==> src/rtl/uart_tx_arbiter_if.sv <==
// Byte-channel bundle between NUM_REQ requesters, the round-robin arbiter and
// the uart_transmitter input port. Requester byte i lives on req_data[8i+7:8i].
interface uart_tx_arbiter_if #(
  parameter int NUM_REQ = 4
);
  logic [8*NUM_REQ-1:0] req_data;
  logic [NUM_REQ-1:0]   req_valid;
  logic [NUM_REQ-1:0]   req_last;
  logic [NUM_REQ-1:0]   req_ready;
  logic [7:0]           tx_data;
  logic                 tx_valid;
  logic                 tx_ready;
  logic [NUM_REQ-1:0]   grant;
  logic                 busy;

  modport master (
    output req_data, req_valid, req_last, tx_ready,
    input  req_ready, tx_data, tx_valid, grant, busy
  );

  modport slave (
    input  req_data, req_valid, req_last, tx_ready,
    output req_ready, tx_data, tx_valid, grant, busy
  );
endinterface

==> src/rtl/uart_tx_arbiter.sv <==
// Round-robin arbiter sharing one UART transmit byte channel; a grant is held for a
// whole message, bounded by MAX_BURST bytes and an IDLE_TIMEOUT stall reclaim.
module uart_tx_arbiter #(
  parameter int NUM_REQ      = 4,
  parameter int MAX_BURST    = 16,
  parameter int IDLE_TIMEOUT = 4096
) (
  input  logic             clk,
  input  logic             reset,
  uart_tx_arbiter_if.slave bus
);

  localparam int IDX_W   = (NUM_REQ > 1) ? $clog2(NUM_REQ) : 1;
  localparam int BURST_W = $clog2(MAX_BURST) + 1;
  localparam int IDLE_W  = (IDLE_TIMEOUT > 0) ? $clog2(IDLE_TIMEOUT + 1) : 1;

  localparam logic [IDX_W-1:0]   LAST_IDX_RST = IDX_W'(NUM_REQ - 1);
  localparam logic [BURST_W-1:0] BURST_LIMIT  = BURST_W'(MAX_BURST - 1);
  localparam logic [IDLE_W-1:0]  IDLE_LIMIT   = IDLE_W'(IDLE_TIMEOUT - 1);

  typedef enum logic {
    ST_IDLE   = 1'b0,
    ST_LOCKED = 1'b1
  } state_t;

  state_t               r_state;
  state_t               w_state_next;
  logic [NUM_REQ-1:0]   r_grant;
  logic [NUM_REQ-1:0]   w_grant_next;
  logic [IDX_W-1:0]     r_gidx;
  logic [IDX_W-1:0]     w_gidx_next;
  logic [IDX_W-1:0]     r_last_idx;
  logic [IDX_W-1:0]     w_last_idx_next;
  logic [BURST_W-1:0]   r_burst_cnt;
  logic [BURST_W-1:0]   w_burst_cnt_next;
  logic [IDLE_W-1:0]    r_idle_cnt;
  logic [IDLE_W-1:0]    w_idle_cnt_next;

  logic [7:0]           w_req_byte [NUM_REQ];
  logic                 w_locked;
  logic                 w_sel_valid;
  logic                 w_sel_last;
  logic [7:0]           w_sel_data;
  logic                 w_fire;
  logic                 w_release;
  logic                 w_arb_found;
  logic [IDX_W-1:0]     w_arb_idx;

  genvar gi;
  generate
    for (gi = 0; gi < NUM_REQ; gi++) begin : g_unpack
      assign w_req_byte[gi] = bus.req_data[8*gi +: 8];
    end
  endgenerate

  // r_gidx mirrors the one-hot grant so the owner mux needs no encoder.
  assign w_locked    = (r_state == ST_LOCKED);
  assign w_sel_valid = bus.req_valid[r_gidx];
  assign w_sel_last  = bus.req_last[r_gidx];
  assign w_sel_data  = w_req_byte[r_gidx];
  assign w_fire      = w_locked & w_sel_valid & bus.tx_ready;
  assign w_release   = (w_fire & (w_sel_last | (r_burst_cnt == BURST_LIMIT)))
                     | (w_locked & ~w_sel_valid & (r_idle_cnt == IDLE_LIMIT));

  always_ff @(posedge clk or posedge reset) begin
    if (reset) begin
      r_state     <= ST_IDLE;
      r_grant     <= '0;
      r_gidx      <= '0;
      r_last_idx  <= LAST_IDX_RST;
      r_burst_cnt <= '0;
      r_idle_cnt  <= '0;
    end else begin
      r_state     <= w_state_next;
      r_grant     <= w_grant_next;
      r_gidx      <= w_gidx_next;
      r_last_idx  <= w_last_idx_next;
      r_burst_cnt <= w_burst_cnt_next;
      r_idle_cnt  <= w_idle_cnt_next;
    end
  end

  always_comb begin
    int cand;
    w_state_next     = r_state;
    w_grant_next     = r_grant;
    w_gidx_next      = r_gidx;
    w_last_idx_next  = r_last_idx;
    w_burst_cnt_next = r_burst_cnt;
    w_idle_cnt_next  = r_idle_cnt;
    w_arb_found      = 1'b0;
    w_arb_idx        = '0;
    cand             = 0;

    // Scan last_idx+1, last_idx+2, ... so the previous owner is considered last.
    for (int k = 1; k <= NUM_REQ; k++) begin
      cand = int'(r_last_idx) + k;
      if (cand >= NUM_REQ) begin
        cand = cand - NUM_REQ;
      end
      if (!w_arb_found && bus.req_valid[cand[IDX_W-1:0]]) begin
        w_arb_found = 1'b1;
        w_arb_idx   = cand[IDX_W-1:0];
      end
    end

    case (r_state)
      ST_IDLE: begin
        if (w_arb_found) begin
          w_state_next            = ST_LOCKED;
          w_grant_next            = '0;
          w_grant_next[w_arb_idx] = 1'b1;
          w_gidx_next             = w_arb_idx;
          w_burst_cnt_next        = '0;
          w_idle_cnt_next         = '0;
        end
      end
      ST_LOCKED: begin
        if (w_release) begin
          w_state_next     = ST_IDLE;
          w_grant_next     = '0;
          w_last_idx_next  = r_gidx;
          w_burst_cnt_next = '0;
          w_idle_cnt_next  = '0;
        end else begin
          if (w_fire) begin
            w_burst_cnt_next = r_burst_cnt + BURST_W'(1);
          end
          if (w_sel_valid) begin
            w_idle_cnt_next = '0;
          end else begin
            w_idle_cnt_next = r_idle_cnt + IDLE_W'(1);
          end
        end
      end
      default: begin
        w_state_next = ST_IDLE;
        w_grant_next = '0;
      end
    endcase
  end

  always_comb begin
    bus.grant     = r_grant;
    bus.busy      = w_locked;
    bus.tx_valid  = w_locked & w_sel_valid;
    bus.tx_data   = w_locked ? w_sel_data : 8'h00;
    bus.req_ready = w_locked ? (r_grant & {NUM_REQ{bus.tx_ready}}) : '0;
  end

endmodule

==> src/flat_wrapper.sv <==
// flat-port wrapper written by rule: the top's interface ports become plain ports
module uart_tx_arbiter_flat 
#(
  parameter int NUM_REQ      = 4,
  parameter int MAX_BURST    = 16,
  parameter int IDLE_TIMEOUT = 4096
)
  (clk, reset, bus_req_data, bus_req_valid, bus_req_last, bus_tx_ready, bus_req_ready, bus_tx_data, bus_tx_valid, bus_grant, bus_busy);
  uart_tx_arbiter_if #(.NUM_REQ(NUM_REQ)) bus_i ();
  input  logic clk;
  input  logic reset;
  input wire logic [$bits(bus_i.req_data)-1:0] bus_req_data;
  input wire logic [$bits(bus_i.req_valid)-1:0] bus_req_valid;
  input wire logic [$bits(bus_i.req_last)-1:0] bus_req_last;
  input wire logic [$bits(bus_i.tx_ready)-1:0] bus_tx_ready;
  output wire logic [$bits(bus_i.req_ready)-1:0] bus_req_ready;
  output wire logic [$bits(bus_i.tx_data)-1:0] bus_tx_data;
  output wire logic [$bits(bus_i.tx_valid)-1:0] bus_tx_valid;
  output wire logic [$bits(bus_i.grant)-1:0] bus_grant;
  output wire logic [$bits(bus_i.busy)-1:0] bus_busy;
  assign bus_i.req_data = bus_req_data;
  assign bus_i.req_valid = bus_req_valid;
  assign bus_i.req_last = bus_req_last;
  assign bus_i.tx_ready = bus_tx_ready;
  assign bus_req_ready = bus_i.req_ready;
  assign bus_tx_data = bus_i.tx_data;
  assign bus_tx_valid = bus_i.tx_valid;
  assign bus_grant = bus_i.grant;
  assign bus_busy = bus_i.busy;
  uart_tx_arbiter #(.NUM_REQ(NUM_REQ), .MAX_BURST(MAX_BURST), .IDLE_TIMEOUT(IDLE_TIMEOUT)) u_core (.clk(clk), .reset(reset), .bus(bus_i));
endmodule
==> config.mk <==
export PLATFORM = sky130hd
export DESIGN_NAME = uart_tx_arbiter_flat
export DESIGN_NICKNAME = d
export VERILOG_FILES = /design/src/rtl/uart_tx_arbiter_if.sv /design/src/rtl/uart_tx_arbiter.sv /design/src/flat_wrapper.sv
export SDC_FILE = /design/constraint.sdc
export NUM_CORES = 1
export LEC_CHECK = 0
export BUFFER_PORTS_ARGS = -buffer_cell sky130_fd_sc_hd__buf_2
export CAP_MARGIN = 40
export CORE_MARGIN = 2
export CORE_UTILIZATION = 50
export DETAILED_ROUTE_END_ITERATION = 12
export PLACE_DENSITY = 0.79
export SLEW_MARGIN = 0
export SYNTH_ARGS = -nofsm -noshare
export SYNTH_HDL_FRONTEND = slang
export SYNTH_SLANG_ARGS = --single-unit
==> constraint.sdc <==
create_clock -name clk -period 2.25 [get_ports clk]
set_input_delay 0.3375 -clock clk [delete_from_list [all_inputs] [get_ports clk]]
set_output_delay 0.3375 -clock clk [all_outputs]
set_load 0.01 [all_outputs]
==> impl_metrics.csv <==
group,metric,value,unit
status,status,"completed",
cts,insertion_delay,290,ps
worst_setup_path,worstSetupEndpointType,"flop",
cells_and_area,syn_to_final_growth,22.0,%
cts,cts.path.max_buffers,2,
yosys,ys.warnings.count,0,
cells_and_area,mostFrequentLayoutCells,"buf_2, dfrtp_1, nand2_1",
worst_setup_path,reg2reg_depth,5,
yosys,yosys.area.top_type,"dfrtp_1",
grt,grt_antenna_before_repair,0,
route,drc,0,
route,vias,1751,
die,dieArea,4230,µm²
sta,final_max_slew_viol_count,0,
route,drt_iter0_drc,92,
worst_setup_path,r2r_slack,150,ps
cells_and_area,final_common_cell,"buf_2",
route,vias_per_cell,5.90,
sta,fmax,477,MHz
place,dp_hpwl,3.47,mm
route,drt_wl_total,4.45,mm
route,drtAntennaViolNets,0,
yosys,yosysUniqueCellTypes,48,
yosys,synth_edf_count,0,
yosys,synth.area.top_cells,"dfrtp_1, mux4_2, nand2_1",
sta,rsz0062_at_grt,"no",
yosys,yosys_register_bits,27,
min_path,min_path_type,"primary input to async pin",
yosys,syn_area,1860,µm²
sta,finalClockSkew,15.8,ps
grt,grt-ovfl-total,0,
worst_setup_path,critical_path_class,"flop to flop",
yosys,synth-seq-area-share,0.364,
worst_setup_path,crit-reg2reg-launch,"u_core.r_idle_cnt[0]",
yosys,syn_avg_cell_area,9.81,µm²
yosys,ys.flop_type,"dfrtp_1",
cts,clock_sinks,27,
worst_setup_path,cp_data_arrival_time,2300,ps
worst_setup_path,cp.required,2460,ps
route,firstDrtPassIters,4,
sta,period_minus_slack,2100,ps
sta,worst_pin_slew,573,ps
sta,hold_viol_final,0,
worst_setup_path,r2r_end,"u_core.r_last_idx[0]",
cells_and_area,drive_gt1_frac,0.365,
cts,cts_htree_levels,1,
grt,track_usage,0.231,
worst_setup_path,start_kind,"flop",
place,portBuffers,60,
sta,setup_viol,0,
pwr,powerDensity,1000,nW/µm²
yosys,synth_top_area_frac,0.336,
worst_setup_path,crit_fanout,6,
sta,whs,41.6,ps
place,place.gp.congestion,0.867,
sta,timing.final.crit_share,0.932,
die,start_util,0.513,
cells_and_area,num_antenna_cells,0,
die,num_rows,22,
cts,clk_pin_slew_worst_paths,110,ps
yosys,async_flop_share,1.00,
cts,cts_root_buf,"clkbuf_8",
yosys,syn-instance-count,190,
sta,tns,0,ps
die,core,3630,µm²
grt,grt_max_degree,18,
grt,first_global_vias,1692,
cts,cts_tree,"built",
die,die_height,65.1,µm
die,fp.dieW,65.1,µm
cells_and_area,nets,296,
cts,cts_made_buffers,3,
grt,grt_pass1_wl,7.59,mm
yosys,synth_nets,236,
route,wl_per_cell,15.0,µm
die,pin_count,61,
run,drv_cap,0,
pwr,irDropWorstVdd,0.000594,V
pwr,leakagePower,1.03,nW
sta,relSlewSlack,0.614,
==> metal layers <==
layer | GRT usage | wire length, µm | vias to the layer above
met4 | 0.0469 | 21 | 0
li1 | - | - | 847
met3 | 0.0347 | 168 | 3
met1 | 0.281 | 1890 | 865
met5 | 0 | 0 | -
met2 | 0.430 | 2370 | 36
==> metrics by stage <==
| stage | total power [mW] | utilization | setup WS, ps | instances | cell area (µm²) |
|---|---|---|---|---|---|
| 2_1_floorplan | 1.61 | - | 248 | 190 | 1860 |
| 3_5_place_dp | 2.00 | 0.612 | 194 | 293 | 2220 |
| 5_1_grt | 2.45 | 0.626 | 34.6 | 297 | 2270 |
| 3_3_place_gp | 1.96 | 0.612 | 270 | 293 | 2220 |
| 6_report | 2.28 | 0.626 | 152 | 297 | 2270 |
| 4_1_cts | 2.29 | 0.625 | 88.1 | 297 | 2270 |
==> how the worst max path moves through the flow <==
| stage | cells past startpoint | end | slack [ps] | from |
|---|---|---|---|---|
| final | 5 | u_core.r_last_idx[0] | 150 | u_core.r_idle_cnt[0] |
| after global routing | 6 | u_core.r_burst_cnt[0] | 30 | u_core.r_idle_cnt[0] |
| after CTS | 4 | bus_tx_data[4] | 90 | u_core.r_gidx[0] |
| after detailed placement | 5 | u_core.r_last_idx[0] | 190 | u_core.r_idle_cnt[0] |
| after global placement | 5 | u_core.r_last_idx[0] | 270 | u_core.r_idle_cnt[0] |
| after floorplan | 6 | u_core.r_last_idx[1] | 250 | u_core.r_idle_cnt[0] |
==> synth_stat cells, types with 3 or more instances <==
library cell	n
and2_1	9
dfrtp_1	25
nand2b_1	3
nor3_1	3
inv_1	5
or4_1	3
nand3b_1	6
clkbuf_1	7
nand3_1	10
ha_1	3
nand2_1	18
buf_2	4
a31oi_1	10
nor2b_1	4
a21oi_1	3
and3_1	6
mux2i_1	3
o21ai_0	11
mux4_2	10
o32ai_1	4
nor2_1	9
==> worst max-delay path, stage by stage (launching register included) <==
cell,delay (ps)
dfrtp_1,400
ha_1,250
nand4_2,160
or4_1,640
o22ai_4,240
mux2_4,330
==> power by group <==
| group | leakage, nW | switching, mW | internal, mW |
|---|---|---|---|
| combinational | 0.652 | 0.614 | 0.628 |
| sequential | 0.356 | 0.136 | 0.607 |
| clock | 0.0217 | 0.166 | 0.126 |
| total | 1.03 | 0.916 | 1.36 |
==> repair_timing <==
item / in CTS / in global routing
endpoints found under the setup margin: 0 / 3
endpoints found under the hold margin: 0 / 0
hold buffers: 0 / 0
setup buffers: 0 / 0
resized for setup: 0 / 1
==> state kept, by name (all words and copies together), names as in the netlist <==
register            flops
u_core.r_gidx           2
u_core.r_burst_cnt      5
u_core.bus.busy         1
u_core.r_idle_cnt      13
u_core.bus.grant        4
u_core.r_last_idx       2
==> kinds of logic (layout without fill, tap and decap cells) <==
family	Yosys count	in the layout	synth area share
buffers and inverters	18	77	0.0436
muxes	15	15	0.153
xor gates and xnor gates	1	1	0.00470
and+or+nand+nor	80	80	0.238
AOI/OAI and AO/OA	46	46	0.177
DFF	27	27	0.364
adders and majority gates	3	3	0.0201
==> layout make-up <==
cell class / count / area (µm²)
Fill cell: 340 / 1360
Multi-Input combinational cell: 145 / 1100
Sequential cell: 27 / 678
Timing Repair Buffer: 68 / 364
Tap cell: 48 / 60.1
Clock buffer: 3 / 41.3
Inverter: 5 / 18.8
Clock inverter: 1 / 7.51
No activity file was read; power rests on OpenSTA's default activity.
